**src/rtl/aud_player_if.sv**
```systemverilog
// Signal bundle between aud_player, the codec DAC pins, the SRAM read port and the top FSM.
interface aud_player_if #(
    parameter int unsigned DATA_W = 16,
    parameter int unsigned ADDR_W = 20
);
    logic              i_lrc;
    logic              i_start;
    logic              i_pause;
    logic              i_stop;
    logic              i_fast;
    logic [2:0]        i_speed;
    logic [ADDR_W-1:0] i_end_addr;
    logic [DATA_W-1:0] i_sram_data;
    logic [ADDR_W-1:0] o_address;
    logic              o_dacdat;
    logic              o_playing;
    logic              o_finished;

    modport slave (
        input  i_lrc, i_start, i_pause, i_stop, i_fast, i_speed, i_end_addr, i_sram_data,
        output o_address, o_dacdat, o_playing, o_finished
    );

    modport master (
        output i_lrc, i_start, i_pause, i_stop, i_fast, i_speed, i_end_addr, i_sram_data,
        input  o_address, o_dacdat, o_playing, o_finished
    );
endinterface

```
**src/rtl/aud_player.sv**
```systemverilog
// SRAM-to-WM8731 I2S playback engine with fast/slow speed control, clocked by codec BCLK.
// Define STEREO_DUP_EN to repeat each left sample on the right channel.
module aud_player #(
    parameter int unsigned DATA_W   = 16,
    parameter int unsigned ADDR_W   = 20,
    parameter int unsigned MAX_ADDR = 1023999
) (
    input  logic        i_clk,
    input  logic        i_rst_n,
    aud_player_if.slave bus
);
    localparam int unsigned CNT_W = $clog2(DATA_W + 2);
    localparam int unsigned IDX_W = $clog2(DATA_W);
    localparam int unsigned AW1   = ADDR_W + 1;
`ifdef STEREO_DUP_EN
    localparam bit STEREO = 1'b1;
`else
    localparam bit STEREO = 1'b0;
`endif

    typedef enum logic [1:0] {S_IDLE, S_WAIT, S_SEND, S_PAUSE} state_t;

    state_t            state;
    logic              lrc_q;
    logic              pause_pend;
    logic              fast_q;
    logic              right_half;
    logic [2:0]        speed_q;
    logic [2:0]        rep_cnt;
    logic [2:0]        rep_nxt;
    logic [DATA_W-1:0] shift;
    logic [CNT_W-1:0]  bit_cnt;
    logic [IDX_W-1:0]  bit_idx;
    logic [ADDR_W:0]   addr_nxt;
    logic              left_start;
    logic              right_start;
    logic              word_done;
    logic              last_word;
    logic              over;

    assign left_start  = lrc_q & ~bus.i_lrc;
    assign right_start = ~lrc_q & bus.i_lrc;
    assign word_done   = (bit_cnt == CNT_W'(DATA_W));
    assign last_word   = right_half | ~STEREO;
    assign bit_idx     = IDX_W'(DATA_W - 1 - 32'(bit_cnt));

    // One extra address bit keeps the end-of-data compare from wrapping.
    always_comb begin
        rep_nxt  = '0;
        addr_nxt = {1'b0, bus.o_address};
        if (fast_q) begin
            addr_nxt = {1'b0, bus.o_address} + AW1'(speed_q) + AW1'(1);
        end else if (speed_q == '0 || rep_cnt == speed_q) begin
            addr_nxt = {1'b0, bus.o_address} + AW1'(1);
        end else begin
            rep_nxt = rep_cnt + 3'd1;
        end
        over = (addr_nxt > {1'b0, bus.i_end_addr}) || (addr_nxt > AW1'(MAX_ADDR));
    end

    always_ff @(posedge i_clk or negedge i_rst_n) begin
        if (!i_rst_n) begin
            state          <= S_IDLE;
            lrc_q          <= 1'b0;
            pause_pend     <= 1'b0;
            fast_q         <= 1'b0;
            right_half     <= 1'b0;
            speed_q        <= '0;
            rep_cnt        <= '0;
            shift          <= '0;
            bit_cnt        <= '0;
            bus.o_address  <= '0;
            bus.o_dacdat   <= 1'b0;
            bus.o_playing  <= 1'b0;
            bus.o_finished <= 1'b0;
        end else begin
            lrc_q          <= bus.i_lrc;
            bus.o_finished <= 1'b0;
            if (bus.i_stop && state != S_IDLE) begin
                state          <= S_IDLE;
                pause_pend     <= 1'b0;
                right_half     <= 1'b0;
                bit_cnt        <= '0;
                bus.o_address  <= '0;
                bus.o_dacdat   <= 1'b0;
                bus.o_playing  <= 1'b0;
                bus.o_finished <= 1'b1;
            end else begin
                case (state)
                    S_IDLE: begin
                        if (bus.i_start) begin
                            state         <= S_WAIT;
                            bus.o_address <= '0;
                            rep_cnt       <= '0;
                            bus.o_playing <= 1'b1;
                        end
                    end
                    S_WAIT: begin
                        if (bus.i_pause) begin
                            state         <= S_PAUSE;
                            bus.o_playing <= 1'b0;
                        end else if (left_start) begin
                            shift        <= bus.i_sram_data;
                            bus.o_dacdat <= bus.i_sram_data[DATA_W-1];
                            bit_cnt      <= CNT_W'(1);
                            fast_q       <= bus.i_fast;
                            speed_q      <= bus.i_speed;
                            right_half   <= 1'b0;
                            state        <= S_SEND;
                        end
                    end
                    S_SEND: begin
                        if (bus.i_pause) pause_pend <= 1'b1;
                        if (bit_cnt < CNT_W'(DATA_W)) begin
                            bus.o_dacdat <= shift[bit_idx];
                            bit_cnt      <= bit_cnt + CNT_W'(1);
                        end else if (word_done && !last_word) begin
                            // Left word done in stereo mode: park until the right half begins.
                            bus.o_dacdat <= 1'b0;
                            bit_cnt      <= CNT_W'(DATA_W + 1);
                        end else if (word_done) begin
                            bus.o_dacdat <= 1'b0;
                            bit_cnt      <= '0;
                            rep_cnt      <= rep_nxt;
                            if (over) begin
                                state          <= S_IDLE;
                                pause_pend     <= 1'b0;
                                bus.o_address  <= '0;
                                bus.o_playing  <= 1'b0;
                                bus.o_finished <= 1'b1;
                            end else begin
                                bus.o_address <= addr_nxt[ADDR_W-1:0];
                                if (pause_pend || bus.i_pause) begin
                                    state         <= S_PAUSE;
                                    pause_pend    <= 1'b0;
                                    bus.o_playing <= 1'b0;
                                end else begin
                                    state <= S_WAIT;
                                end
                            end
                        end else if (right_start) begin
                            bus.o_dacdat <= shift[DATA_W-1];
                            bit_cnt      <= CNT_W'(1);
                            right_half   <= 1'b1;
                        end
                    end
                    S_PAUSE: begin
                        bus.o_dacdat <= 1'b0;
                        if (bus.i_start && !bus.i_pause) begin
                            state         <= S_WAIT;
                            bus.o_playing <= 1'b1;
                        end
                    end
                    default: state <= S_IDLE;
                endcase
            end
        end
    end
endmodule
```
**src/flat_wrapper.sv**
```systemverilog
// flat-port wrapper written by rule: the top's interface ports become plain ports
module aud_player_flat 
#(
    parameter int unsigned DATA_W   = 16,
    parameter int unsigned ADDR_W   = 20,
    parameter int unsigned MAX_ADDR = 1023999
)
  (i_clk, i_rst_n, bus_i_lrc, bus_i_start, bus_i_pause, bus_i_stop, bus_i_fast, bus_i_speed, bus_i_end_addr, bus_i_sram_data, bus_o_address, bus_o_dacdat, bus_o_playing, bus_o_finished);
  aud_player_if #(.DATA_W(DATA_W), .ADDR_W(ADDR_W)) bus_i ();
  input  logic i_clk;
  input  logic i_rst_n;
  input wire logic [$bits(bus_i.i_lrc)-1:0] bus_i_lrc;
  input wire logic [$bits(bus_i.i_start)-1:0] bus_i_start;
  input wire logic [$bits(bus_i.i_pause)-1:0] bus_i_pause;
  input wire logic [$bits(bus_i.i_stop)-1:0] bus_i_stop;
  input wire logic [$bits(bus_i.i_fast)-1:0] bus_i_fast;
  input wire logic [$bits(bus_i.i_speed)-1:0] bus_i_speed;
  input wire logic [$bits(bus_i.i_end_addr)-1:0] bus_i_end_addr;
  input wire logic [$bits(bus_i.i_sram_data)-1:0] bus_i_sram_data;
  output wire logic [$bits(bus_i.o_address)-1:0] bus_o_address;
  output wire logic [$bits(bus_i.o_dacdat)-1:0] bus_o_dacdat;
  output wire logic [$bits(bus_i.o_playing)-1:0] bus_o_playing;
  output wire logic [$bits(bus_i.o_finished)-1:0] bus_o_finished;
  assign bus_i.i_lrc = bus_i_lrc;
  assign bus_i.i_start = bus_i_start;
  assign bus_i.i_pause = bus_i_pause;
  assign bus_i.i_stop = bus_i_stop;
  assign bus_i.i_fast = bus_i_fast;
  assign bus_i.i_speed = bus_i_speed;
  assign bus_i.i_end_addr = bus_i_end_addr;
  assign bus_i.i_sram_data = bus_i_sram_data;
  assign bus_o_address = bus_i.o_address;
  assign bus_o_dacdat = bus_i.o_dacdat;
  assign bus_o_playing = bus_i.o_playing;
  assign bus_o_finished = bus_i.o_finished;
  aud_player #(.DATA_W(DATA_W), .ADDR_W(ADDR_W), .MAX_ADDR(MAX_ADDR)) u_core (.i_clk(i_clk), .i_rst_n(i_rst_n), .bus(bus_i));
endmodule
```
**config.mk**
```make
export PLATFORM = sky130hd
export DESIGN_NAME = aud_player_flat
export DESIGN_NICKNAME = d
export VERILOG_FILES = /design/src/rtl/aud_player_if.sv /design/src/rtl/aud_player.sv /design/src/flat_wrapper.sv
export SDC_FILE = /design/constraint.sdc
export NUM_CORES = 1
export LEC_CHECK = 0
export BUFFER_PORTS_ARGS = -buffer_cell sky130_fd_sc_hd__buf_2
export CORE_MARGIN = 3
export CORE_UTILIZATION = 40
export CTS_CLUSTER_DIAMETER = 120
export CTS_CLUSTER_SIZE = 10
export DETAILED_ROUTE_END_ITERATION = 8
export REMOVE_ABC_BUFFERS = 1
export SYNTH_ARGS = -nofsm -noshare
export SYNTH_HDL_FRONTEND = slang
export SYNTH_SLANG_ARGS = --single-unit
```
**constraint.sdc**
```tcl
create_clock -name i_clk -period 8.4 [get_ports i_clk]
set_input_delay 0.42 -clock i_clk [delete_from_list [all_inputs] [get_ports i_clk]]
set_output_delay 0.42 -clock i_clk [all_outputs]
set_load 0.05 [all_outputs]
```
After elaboration in Yosys (flattened, before gate mapping)
Cells that the tools add are included.

Bits of input ports: 46. Bits in latches: 0. Output and inout bits: 23. Memories kept: 0. Memory bits (writable): 0. Bits in read-only memories: 0. Register bits: 55.

Multipliers: 0. Shift-type cells: 0. Muxes and demuxes: 61. Order comparisons: 4. Bitwise gates (word level): 6. Reduce and logical (&&, ||, !) cells: 21. Divide/modulo/power cells: 0. Equality and inequality tests: 18. Add/sub/neg operators: 6.

Operators with widths (number): 2-to-1 mux 20 bit (5); 2-to-1 mux 21 bit (2); one-hot mux 20 bit (2 select lines) (1); 2-to-1 mux 5 bit (6); 2-to-1 mux 1 bit (27); adder 20 x 1 -> 21 bit, second input constant (1); adder 20 x 3 -> 21 bit (1); adder 21 x 1 -> 21 bit, second input constant (1); > comparator 21 x 20 -> 1 bit (1); > comparator 21 x 20 -> 1 bit, second input constant (1); 2-to-1 mux 2 bit (9); AND reduction 4 bit (4); 2-to-1 mux 3 bit (5); != test 3 x 2 -> 1 bit, second input constant (4); one-hot mux 5 bit (2 select lines) (1); AND reduction 5 bit (2); != test 3 x 1 -> 1 bit, second input constant (3); one-hot mux 2 bit (4 select lines) (1); one-hot mux 3 bit (2 select lines) (1); AND reduction 6 bit (1); nonzero test 2 bit (3); nonzero test 3 bit (2); adder 5 x 1 -> 5 bit, second input constant (1); == test 5 bit, second input constant (1); other kinds (23) (32).

Depth between registers and ports, before layout
Gate-level depths: netlist of the first run.

Depth after elaboration: 11. Gate-level depth with buffers: 20. Mapped depth without buffers: 19.

Worst setup path before layout of the first run
OpenSTA, ideal clock, no wires.

Path kind: register -> register. From: register u_core.bus.o_address[0]. To: register u_core.state[1]. Cell stages (with the launch flop): 18. Period minus slack after synthesis: 4469 ps. Library setup time: 95 ps. Arrival: 4374 ps. Data required time: 8305 ps. Setup slack: 3931 ps. Path through: dfrtp_1 > inv_1 > ha_1 > fa_1 > nor2b_1 > o21ai_0 > or3_1 > a21oi_1 > xor2_1 > ha_1 > a211o_1 > nor4b_1 > a22oi_1 > a211o_1 > a41oi_2 > buf_6 > a21oi_1 > o31ai_1.

Longest elaborated chain between the ends: 10. Elaborated cells between the ends (all ways): 13. Those cells by class: 3 x add/sub; 2 x order compare; 7 x mux; 1 x reduce/logical.

RTL lines: from (decl) (RTL line aud_player_if.sv:21) `output o_address, o_dacdat, o_playing, o_finished`; from (signal assigned) (RTL line aud_player.sv:132) `bus.o_address <= addr_nxt[ADDR_W-1:0];`; adder 20 x 3 -> 21 bit / adder 20 x 1 -> 21 bit (equally long branches) (RTL line aud_player.sv:52, aud_player.sv:54); adder 21 x 1 -> 21 bit / 2-to-1 mux 21 bit (equally long branches) (RTL line aud_player.sv:52, aud_player.sv:53); 2-to-1 mux 21 bit * (RTL line aud_player.sv:51) `if (fast_q) begin`; > comparator 21 x 20 -> 1 bit (RTL line aud_player.sv:58) `over = (addr_nxt > {1'b0, bus.i_end_addr}) || (addr_nxt > AW1'(MAX_ADDR));`; logical OR 1 bit * (RTL line aud_player.sv:58); 2-to-1 mux 2 bit * (RTL line aud_player.sv:125) `if (over) begin`; 2-to-1 mux 2 bit * (RTL line aud_player.sv:121) `end else if (word_done) begin`; 2-to-1 mux 2 bit * (RTL line aud_player.sv:114) `if (bit_cnt < CNT_W'(DATA_W)) begin`; one-hot mux 2 bit (4 select lines) * (RTL line aud_player.sv:89) `case (state)`; 2-to-1 mux 2 bit * (RTL line aud_player.sv:79) `if (bus.i_stop && state != S_IDLE) begin`; to (signal assigned) (RTL line aud_player.sv:80) `state <= S_IDLE;`; to (signal assigned) (RTL line aud_player.sv:92) `state <= S_WAIT;`; to (signal assigned) (RTL line aud_player.sv:126) `state <= S_IDLE;`; to (decl) (RTL line aud_player.sv:23) `state_t state;`.

Mark *: on every way between the ends. The rest lies on a longest branch, timed or not. The select of a mux whose other input is x is not followed. A chain may end at the register's enable or synchronous reset.

Worst setup path in the final report of the first run
From: register u_core.speed_q[2]. To: register u_core.state[1].

Longest elaborated chain between the ends: 11. Elaborated cells between the ends (all ways): 15. Those cells by class: 2 x add/sub; 2 x order compare; 1 x eq/ne; 7 x mux; 3 x reduce/logical.

RTL lines: from (decl) (RTL line aud_player.sv:28) `logic [2:0] speed_q;`; from (signal assigned) (RTL line aud_player.sv:107) `speed_q <= bus.i_speed;`; parallel branches: the longest is 3 deep, another holds adder 20 x 3 -> 21 bit; 2-to-1 mux 21 bit * (RTL line aud_player.sv:51); > comparator 21 x 20 -> 1 bit (RTL line aud_player.sv:58); logical OR 1 bit * (RTL line aud_player.sv:58); 2-to-1 mux 2 bit * (RTL line aud_player.sv:125); 2-to-1 mux 2 bit * (RTL line aud_player.sv:121); 2-to-1 mux 2 bit * (RTL line aud_player.sv:114); one-hot mux 2 bit (4 select lines) * (RTL line aud_player.sv:89); 2-to-1 mux 2 bit * (RTL line aud_player.sv:79).

Mark *: on every way between the ends. The select of a mux whose other input is x is not followed.

==> results of run 1 <==
[worst max path at each step]
| stage | slack, ps | startpoint | endpoint |
|---|---|---|---|
| 6_report | 2940 | u_core.speed_q[2] | u_core.state[1] |
| 5_1_grt | 2470 | u_core.rep_cnt[2] | u_core.state[1] |
| 4_1_cts | 2920 | u_core.speed_q[2] | u_core.state[1] |
| 3_5_place_dp | 2980 | u_core.speed_q[2] | u_core.state[1] |
| 3_3_place_gp | 3130 | u_core.speed_q[2] | u_core.state[1] |
| 2_1_floorplan | 3590 | u_core.bus.o_address[0] | u_core.state[1] |
[cell type report]
type / count / area (sq um) / area share (%)
Tap cell: 129 / 161 / 3.61
Timing Repair Buffer: 71 / 363 / 8.11
Clock inverter: 3 / 27.5 / 0.615
Clock buffer: 5 / 68.8 / 1.54
Sequential cell: 55 / 1380 / 30.8
Multi-Input combinational cell: 320 / 2350 / 52.6
Inverter: 33 / 124 / 2.77
[logic make-up (layout without fill, tap and decap cells)]
group                    count (synthesis)  after routing  share of synthesized area, %
flip-flops                              55             55                          35.0
AO/OA/AOI/OAI                          107            107                          19.9
adder cells (fa/ha/maj)                 31             31                          10.1
XOR/XNOR                                16             16                          3.56
buffers and inverters                   51            112                          5.19
multiplexers                            24             24                          8.27
AND/OR/NAND/NOR                        142            142                          18.0
[sequential cells by signal, indices dropped and copies added, names as in the netlist]
name / flops
u_core.rep_cnt: 3
u_core.speed_q: 3
u_core.bus.o_dacdat: 1
u_core.bit_cnt: 5
u_core.state: 2
u_core.bus.o_playing: 1
u_core.bus.o_finished: 1
u_core.bus.o_address: 20
u_core.pause_pend: 1
u_core.fast_q: 1
u_core.shift: 16
u_core.lrc_q: 1
[cells in the final DEF (no fill, tap or decap), types with 5 or more instances in the layout]
cell      count
o21ai_0      32
mux2_2       18
xnor2_1       8
nand4_1      11
a21o_1        8
nor2b_1       7
xor2_1        8
a21oi_1      14
inv_1        33
clkbuf_8      5
nand2b_1      5
mux4_2        5
a32o_1       13
buf_2        68
nor2_1       20
nand2_1      53
nand3_1      14
o211ai_1      9
ha_1         30
and2_1        5
dfrtp_1      55
or2_2         5
[stage by stage]
stage          util [%]  setup WS (ps)
6_report           47.5           2940
5_1_grt            47.5           2470
4_1_cts            47.5           2920
3_5_place_dp       46.5           2980
3_3_place_gp       46.5           3130
2_1_floorplan         -           3590
[power breakdown]
part           total, mW  switching [mW]  internal, mW
clock network      0.163           0.100        0.0622
logic              0.490           0.281         0.209
registers          0.406          0.0733         0.333
total               1.06           0.455         0.604
[critical path: cells and delay by family (launching register included)]
kind	cells	cell delay, ps
adder cells (fa/ha/maj)	1	280
flip-flops	1	470
AO/OA/AOI/OAI	10	2870
XOR/XNOR	1	220
AND/OR/NAND/NOR	6	1510
[routing by layer]
layer	track usage, %	vias up	share of wire [%]
li1	-	1675	-
met1	27.3	1604	49
met2	27.2	69	46
met3	2.29	9	4.4
met4	3.66	0	0.97
met5	0	-	0
==> qor.txt, run 1 <==
top cell type's share of synthesized area - 35.0%
Critical Path End Type - flop
measured slew at the worst slew-check pin - 1150 ps
critical-path cell list - or4_4 > o211ai_2 > nand3_2 > and2_1 > o21ai_0 > nand2b_1 > nor2_1 > xor2_1 > ha_1 > a21o_1 > a21o_1 > a21o_1 > nor4b_1 > a22oi_1 > a211o_1 > a41oi_2 > a21oi_1 > o31ai_1
Leak - 2.18 nW
Finished Layout Cells - 616
Critical-path top delay cell - a41oi_2
antenna violations before repair - 0
Clk Tree Root Cell - clkbuf_8
RR Endpoint - u_core.state[1]
Worst R2R Path Depth - 18
synthesized netlist cell count - 426
Iteration-0 DRC Markers - 156
max incr delay on CP - 900 ps
Cell Pwr Density - 237 nW/um^2
Synth area leaders - dfrtp_1, ha_1, mux2_2
Yosys reg bits - 55
DR vias - 3357
CTS Hold Buffers Added - 0
GRT overflow - 0
fin. max-slew vios - 0
GPL Wtd Cong - 0.884
Startpoint Class - flop
final setup vio count - 0
layout cells sized above 1 - 24.0%
reg-to-reg setup timing slack - 2940 ps
core area - 9420 sq um
Final Hold Viols - 0
Critical Path AT - 5700 ps
HPWL after detailed placement - 7.39 mm
ANT nets after route - 0
diodes inserted - 0
final wirelength - 9.70 mm
PortBufs - 68
# fillers - 933
worst-case clock buffer depth - 2
placed insts - 608
Fin Setup TNS - 0 ps
Post-synth EDFFs - 0
routed vias/inst - 5.45
drt wl/cell - 15.7 microns
Hold Slack - 196 ps
# DRC - 0
RSZ-0062 raised after global routing - no
die area - 11100 sq um
Seq/Total Area, Yosys - 35.0%
Ports - 69
count leader, synth - dfrtp_1
Setup Crit Path Kind - flop to flop
total chip power - 1.06 mW
Post-Syn Area - 3930 sq um
Inserted Clock Buffers - 5
Synth Warn # - 0
placed cell areas - 4380 sq um
Tcrit/Tclk final - 65.0%
TritonRoute pass-1 iters - 4
initial core utilization - 41.8%
fmax - 183 MHz
reg2reg start - u_core.speed_q[2]
worst-path fanout max - 21
CTS tree - yes
Synth top cells by count - dfrtp_1, nand2_1, inv_1
Setup Buffers After CTS - 0
Synth Flop Type - dfrtp_1
area leader, netlist - dfrtp_1
nets@finish - 563
Clock transition at path regs - 110 ps
Hold Path Class - input port to async pin
GR Util All Layers - 17.9%
largest net degree at the start of global routing - 56
synth unique cells - 57
die width - 105 microns
number of global-route vias before repair - 3257
Rel. slew slack - 23.6%
status - finished, final reports clean
P&R area growth vs syn - 13.8%
Layout Skew - 11.8 ps
H-tree lvl count - 2
Most common cell on crit path - a21o_1
number of max-cap violations - 0
minimum clock period - 5460 ps
syn avg cell area - 9.23 sq um
Die Height - 105 microns
first-pass GRT wire length - 16.3 mm
CTS sink count - 55
maximum vdd drop - 0.000132 V
post-route cell area - 4470 sq um
Clk Latency, worst-skew pair - 320 ps
# rows - 35
Critical Path RT - 8640 ps
# resized after CTS - 0
Async S/R FF share, synth - 100%
(Power assumes the default switching activity.)
==> inputs of run 2 (changes only) <==
- clock period: 8.4 -> 4.6 ns (I/O delays scaled with it)
==> qor.txt, run 2 (synthesis results as in run 1) <==
diodes inserted - 0
Inserted Clock Buffers - 5
CTS sink count - 55
biggest regs - u_core.bus.o_address x20, u_core.shift x16, u_core.bit_cnt x5
DR vias - 3471
fin. max-slew vios - 0
Most flops, register - u_core.bus.o_address
first-pass GRT wire length - 16.5 mm
critical-path cell list - inv_1 > ha_1 > fa_1 > nor2b_1 > o21ai_1 > or3_4 > a21oi_1 > xor2_1 > ha_1 > a211o_1 > nor4b_4 > a22oi_2 > a211o_1 > a41oi_2 > buf_12 > a21oi_1 > o31ai_1
TritonRoute pass-1 iters - 4
number of global-route vias before repair - 3299
routed vias/inst - 5.48
largest net degree at the start of global routing - 56
P&R area growth vs syn - 18.2%
GR Util All Layers - 18.4%
Startpoint Class - flop
CTS Hold Buffers Added - 0
maximum vdd drop - 0.000268 V
worst-case clock buffer depth - 2
Die Height - 105 microns
antenna violations before repair - 0
Tcrit/Tclk final - 94.2%
die width - 105 microns
ANT nets after route - 0
final setup vio count - 0
final wirelength - 10.1 mm
core area - 9420 sq um
initial core utilization - 41.8%
# fillers - 937
Critical-path top delay cell - or3_4
Ports - 69
total chip power - 1.99 mW
H-tree lvl count - 2
Iteration-0 DRC Markers - 197
minimum clock period - 4330 ps
GPL Wtd Cong - 0.884
most frequent cells in the layout - buf_2, nand2_1, dfrtp_1, inv_1, ha_1
Cell Pwr Density - 428 nW/um^2
CTS tree - yes
die area - 11100 sq um
Critical Path AT - 4560 ps
Finished Layout Cells - 633
Critical Path RT - 4830 ps
GRT overflow - 0
Clock transition at path regs - 110 ps
commonest non-fill, non-tap cell in the layout - buf_2
PortBufs - 68
measured slew at the worst slew-check pin - 1020 ps
Layout Skew - 8.33 ps
HPWL after detailed placement - 7.66 mm
fmax - 231 MHz
Fin Setup TNS - 0 ps
layout cells sized above 1 - 28.0%
# rows - 35
number of max-cap violations - 0
nets@finish - 580
Final Hold Viols - 0
Critical Path End Type - flop
drt wl/cell - 16.0 microns
Clk Latency, worst-skew pair - 310 ps
max FFs per register - 20
Clk Tree Root Cell - clkbuf_8
Leak - 2.29 nW
# DRC - 0
Setup Crit Path Kind - flop to flop
Rel. slew slack - 32.0%
Hold Path Class - input port to async pin
status - finished, final reports clean
placed insts - 619
worst-path fanout max - 14
max incr delay on CP - 460 ps
-- run 2: cell count changes in the layout (fill, tap and decap cells not counted), sizes merged --
cell,change
clkinv,+1
inv,-1
buf,+17
-- run 2: timing repair --
action / 4_1_cts / 5_1_grt
resized for setup: 0 / 12
setup endpoints to repair: 0 / 23
setup buffers: 0 / 6
-- run 2: area by class of cell --
cell class	instances	area (sq um)	share of cell area, %
Clock inverter	3	23.8	0.512
Inverter	33	124	2.67
Sequential cell	55	1380	29.7
Multi-Input combinational cell	320	2390	51.4
Timing Repair Buffer	88	503	10.8
Clock buffer	5	68.8	1.48
Tap cell	129	161	3.47
-- run 2: final timing paths --
path	startpoint	to	cells past startpoint	slack, ps
setup / recovery	u_core.speed_q[0]	u_core.state[1]	17	270
hold / removal	i_rst_n	u_core.bus.o_address[10]	2	30
setup reg to reg	u_core.speed_q[0]	u_core.state[1]	17	270
hold reg to reg	u_core.bus.o_playing	u_core.bus.o_playing	1	490
max in group asynchronous	i_rst_n	u_core.speed_q[0]	2	4030
min in group i_clk	bus_i_lrc	u_core.lrc_q	1	50
-- run 2: layer usage --
metal	global-route usage [%]	routed length, microns	vias to the layer above
li1	-	-	1710
met1	26.4	4870	1680
met2	29.7	4800	77
met3	2.22	406	4
met4	3.84	51	0
met5	0	0	-
-- run 2: report_power, final --
part	leakage, nW	internal (mW)	switching, mW
combinational	1.53	0.421	0.543
clock	0.0461	0.111	0.179
sequential	0.715	0.609	0.127
-- run 2: critical path: cells and delay by family, from the launching register on --
family	cells	cell delay (ps)
simple gates	3	870
flops	1	440
fa+ha+maj	3	910
xor+xnor	1	210
buf+inv	2	250
compound gates	8	1570
-- run 2: metrics by stage --
step | hold WS (ps) | util [%] | setup WS (ps) | instance area (sq um)
finish | 34.6 | 49.3 | 266 | 4650
global route | 38.7 | 49.3 | -5.47 | 4650
CTS | 38.8 | 48.5 | 64.5 | 4570
detailed placement | 373 | 47.5 | 77.4 | 4470
global placement | 365 | 47.5 | 210 | 4470
floorplan | -65.6 | - | -213 | 3850
==> inputs of run 3 (changes only) <==
- ABC_AREA: not set -> 1
==> qor.txt, run 3 <==
Yosys reg bits - 55
Most flops, register - u_core.bus.o_address
Post-Syn Area - 4340 sq um
Hold Path Class - input port to async pin
Inserted Clock Buffers - 5
max incr delay on CP - 450 ps
fin. max-slew vios - 0
drt wl/cell - 13.3 microns
max FFs per register - 20
antenna violations before repair - 0
routed vias/inst - 4.98
Die Height - 110 microns
Synth Warn # - 0
H-tree lvl count - 2
Final Hold Viols - 0
biggest regs - u_core.bus.o_address x20, u_core.shift x16, u_core.bit_cnt x5
ANT nets after route - 0
Fin Setup TNS - 0 ps
Rel. slew slack - 51.3%
worst-path fanout max - 20
Tcrit/Tclk final - 91.0%
core area - 10400 sq um
HPWL after detailed placement - 8.55 mm
Clk Latency, worst-skew pair - 320 ps
RSZ-0062 raised after global routing - no
Synth Flop Type - dfrtp_1
synth unique cells - 41
worst-case clock buffer depth - 2
most frequent cells in the layout - nand2_1, inv_1, buf_2, dfrtp_1, nor2_1
Leak - 2.64 nW
Critical Path RT - 4810 ps
# DRC - 0
final wirelength - 10.8 mm
PortBufs - 68
Cell Pwr Density - 467 nW/um^2
top cell type's share of synthesized area - 31.7%
nets@finish - 754
Clock transition at path regs - 120 ps
largest net degree at the start of global routing - 56
Seq/Total Area, Yosys - 31.7%
Setup Crit Path Kind - flop to flop
DR vias - 4056
die width - 110 microns
area leader, netlist - dfrtp_1
final setup vio count - 0
diodes inserted - 0
WP buf/inv - 4
Seq pwr share - 32.6%
TritonRoute pass-1 iters - 5
# rows - 37
Async S/R FF share, synth - 100%
Clock Power Share - 13.0%
P_int - 1.13 mW
count leader, synth - nand2_1
Iteration-0 DRC Markers - 202
GR Util All Layers - 18.8%
number of max-cap violations - 0
fmax - 239 MHz
Critical-path top delay cell - dfrtp_2
status - finished, final reports clean
number of global-route vias before repair - 3860
syn avg cell area - 7.09 sq um
CTS sink count - 55
switch share - 50.4%
die area - 12100 sq um
measured slew at the worst slew-check pin - 730 ps
Post-synth EDFFs - 0
P&R area growth vs syn - 12.4%
Comb pwr share - 54.4%
GPL Wtd Cong - 0.889
Critical Path End Type - flop
Synth top cells by count - nand2_1, inv_1, dfrtp_1
post-route cell area - 4880 sq um
maximum vdd drop - 0.000273 V
minimum clock period - 4180 ps
Critical Path AT - 4390 ps
Most common cell on crit path - nand2_1
Clk Tree Root Cell - clkbuf_8
Startpoint Class - flop
Setup Buffers After CTS - 0
Crit path max-delay family - simple AND/OR/NAND/NOR gates
Layout Skew - 14.2 ps
Ports - 69
initial core utilization - 41.6%
commonest non-fill, non-tap cell in the layout - nand2_1
first-pass GRT wire length - 18.2 mm
synthesized netlist cell count - 612
switching pwr - 1.15 mW
placed cell areas - 4770 sq um
Synth area leaders - dfrtp_1, nand2_1, ha_1
GRT overflow - 0
layout cells sized above 1 - 18.6%
CTS tree - yes
run 3: changes by cell type after synthesis, sizes merged, moves of 7 or more:
cell and change:
nor2b -7, mux2 -8, nand3 +39, a21oi +19
a32o -13, a21o -8, inv +62, nand2 +125
nor2 +35
run 3: cells by family after synthesis:
| kind of cell | after synthesis | synth area share, % |
|---|---|---|
| flip-flops | 55 | 31.7 |
| AO/OA/AOI/OAI | 72 | 9.26 |
| AND/OR/NAND/NOR | 319 | 33.4 |
| adder cells (fa/ha/maj) | 31 | 9.12 |
| buffers and inverters | 110 | 10.8 |
| XOR/XNOR | 15 | 3.03 |
| multiplexers | 10 | 2.60 |
run 3: power by group through the flow:
stage               logic, mW  clock network [mW]  registers [mW]
floorplan               0.831                   0           0.777
global placement         1.23                   0           0.748
detailed placement       1.24                   0           0.752
CTS                      1.25               0.309           0.742
global route             1.41               0.329           0.765
finish                   1.24               0.297           0.742
run 3: layer usage:
metal / track usage (%) / wire, microns / vias up
met3: 2.56 / 438 / 4
met2: 30.6 / 4870 / 78
met4: 3.87 / 95 / 0
li1: - / - / 2091
met5: 0 / 0 / -
met1: 26.7 / 5400 / 1883
run 3: worst paths after layout:
check / start / end / slack, ps / cells after the start
worst max register to register: u_core.bus.o_address[0] / u_core.bus.o_address[3] / 420 / 28
worst max-delay path: u_core.bus.o_address[0] / u_core.bus.o_address[3] / 420 / 28
worst min-delay path: i_rst_n / u_core.bus.o_address[9] / 20 / 2
min in group i_clk: bus_i_lrc / u_core.lrc_q / 60 / 1
max in group asynchronous: i_rst_n / u_core.bus.o_address[0] / 4060 / 2
worst min register to register: u_core.bus.o_playing / u_core.bus.o_playing / 510 / 2
run 3: per-stage QoR:
step,instances,utilization [%],hold WS (ps),power [mW],setup WS [ps]
floorplan,597,-,-65.6,1.61,671
global placement,806,45.8,377,1.98,440
detailed placement,806,45.8,380,2.00,343
CTS,814,46.7,50.9,2.30,304
global route,814,46.8,57.5,2.50,13.6
finish,814,46.8,24.8,2.28,416
run 3: layout make-up:
class / count / area, sq um
Multi-Input combinational cell: 447 / 2500
Sequential cell: 55 / 1380
Clock inverter: 3 / 27.5
Clock buffer: 5 / 68.8
Timing Repair Buffer: 73 / 378
Fill cell: 1090 / 5540
Tap cell: 136 / 170
Inverter: 95 / 357
run 3: timing repair:
action                                  CTS  global route
resized for setup                         0             2
hold buffers                              0             0
endpoints found under the setup margin    0            20
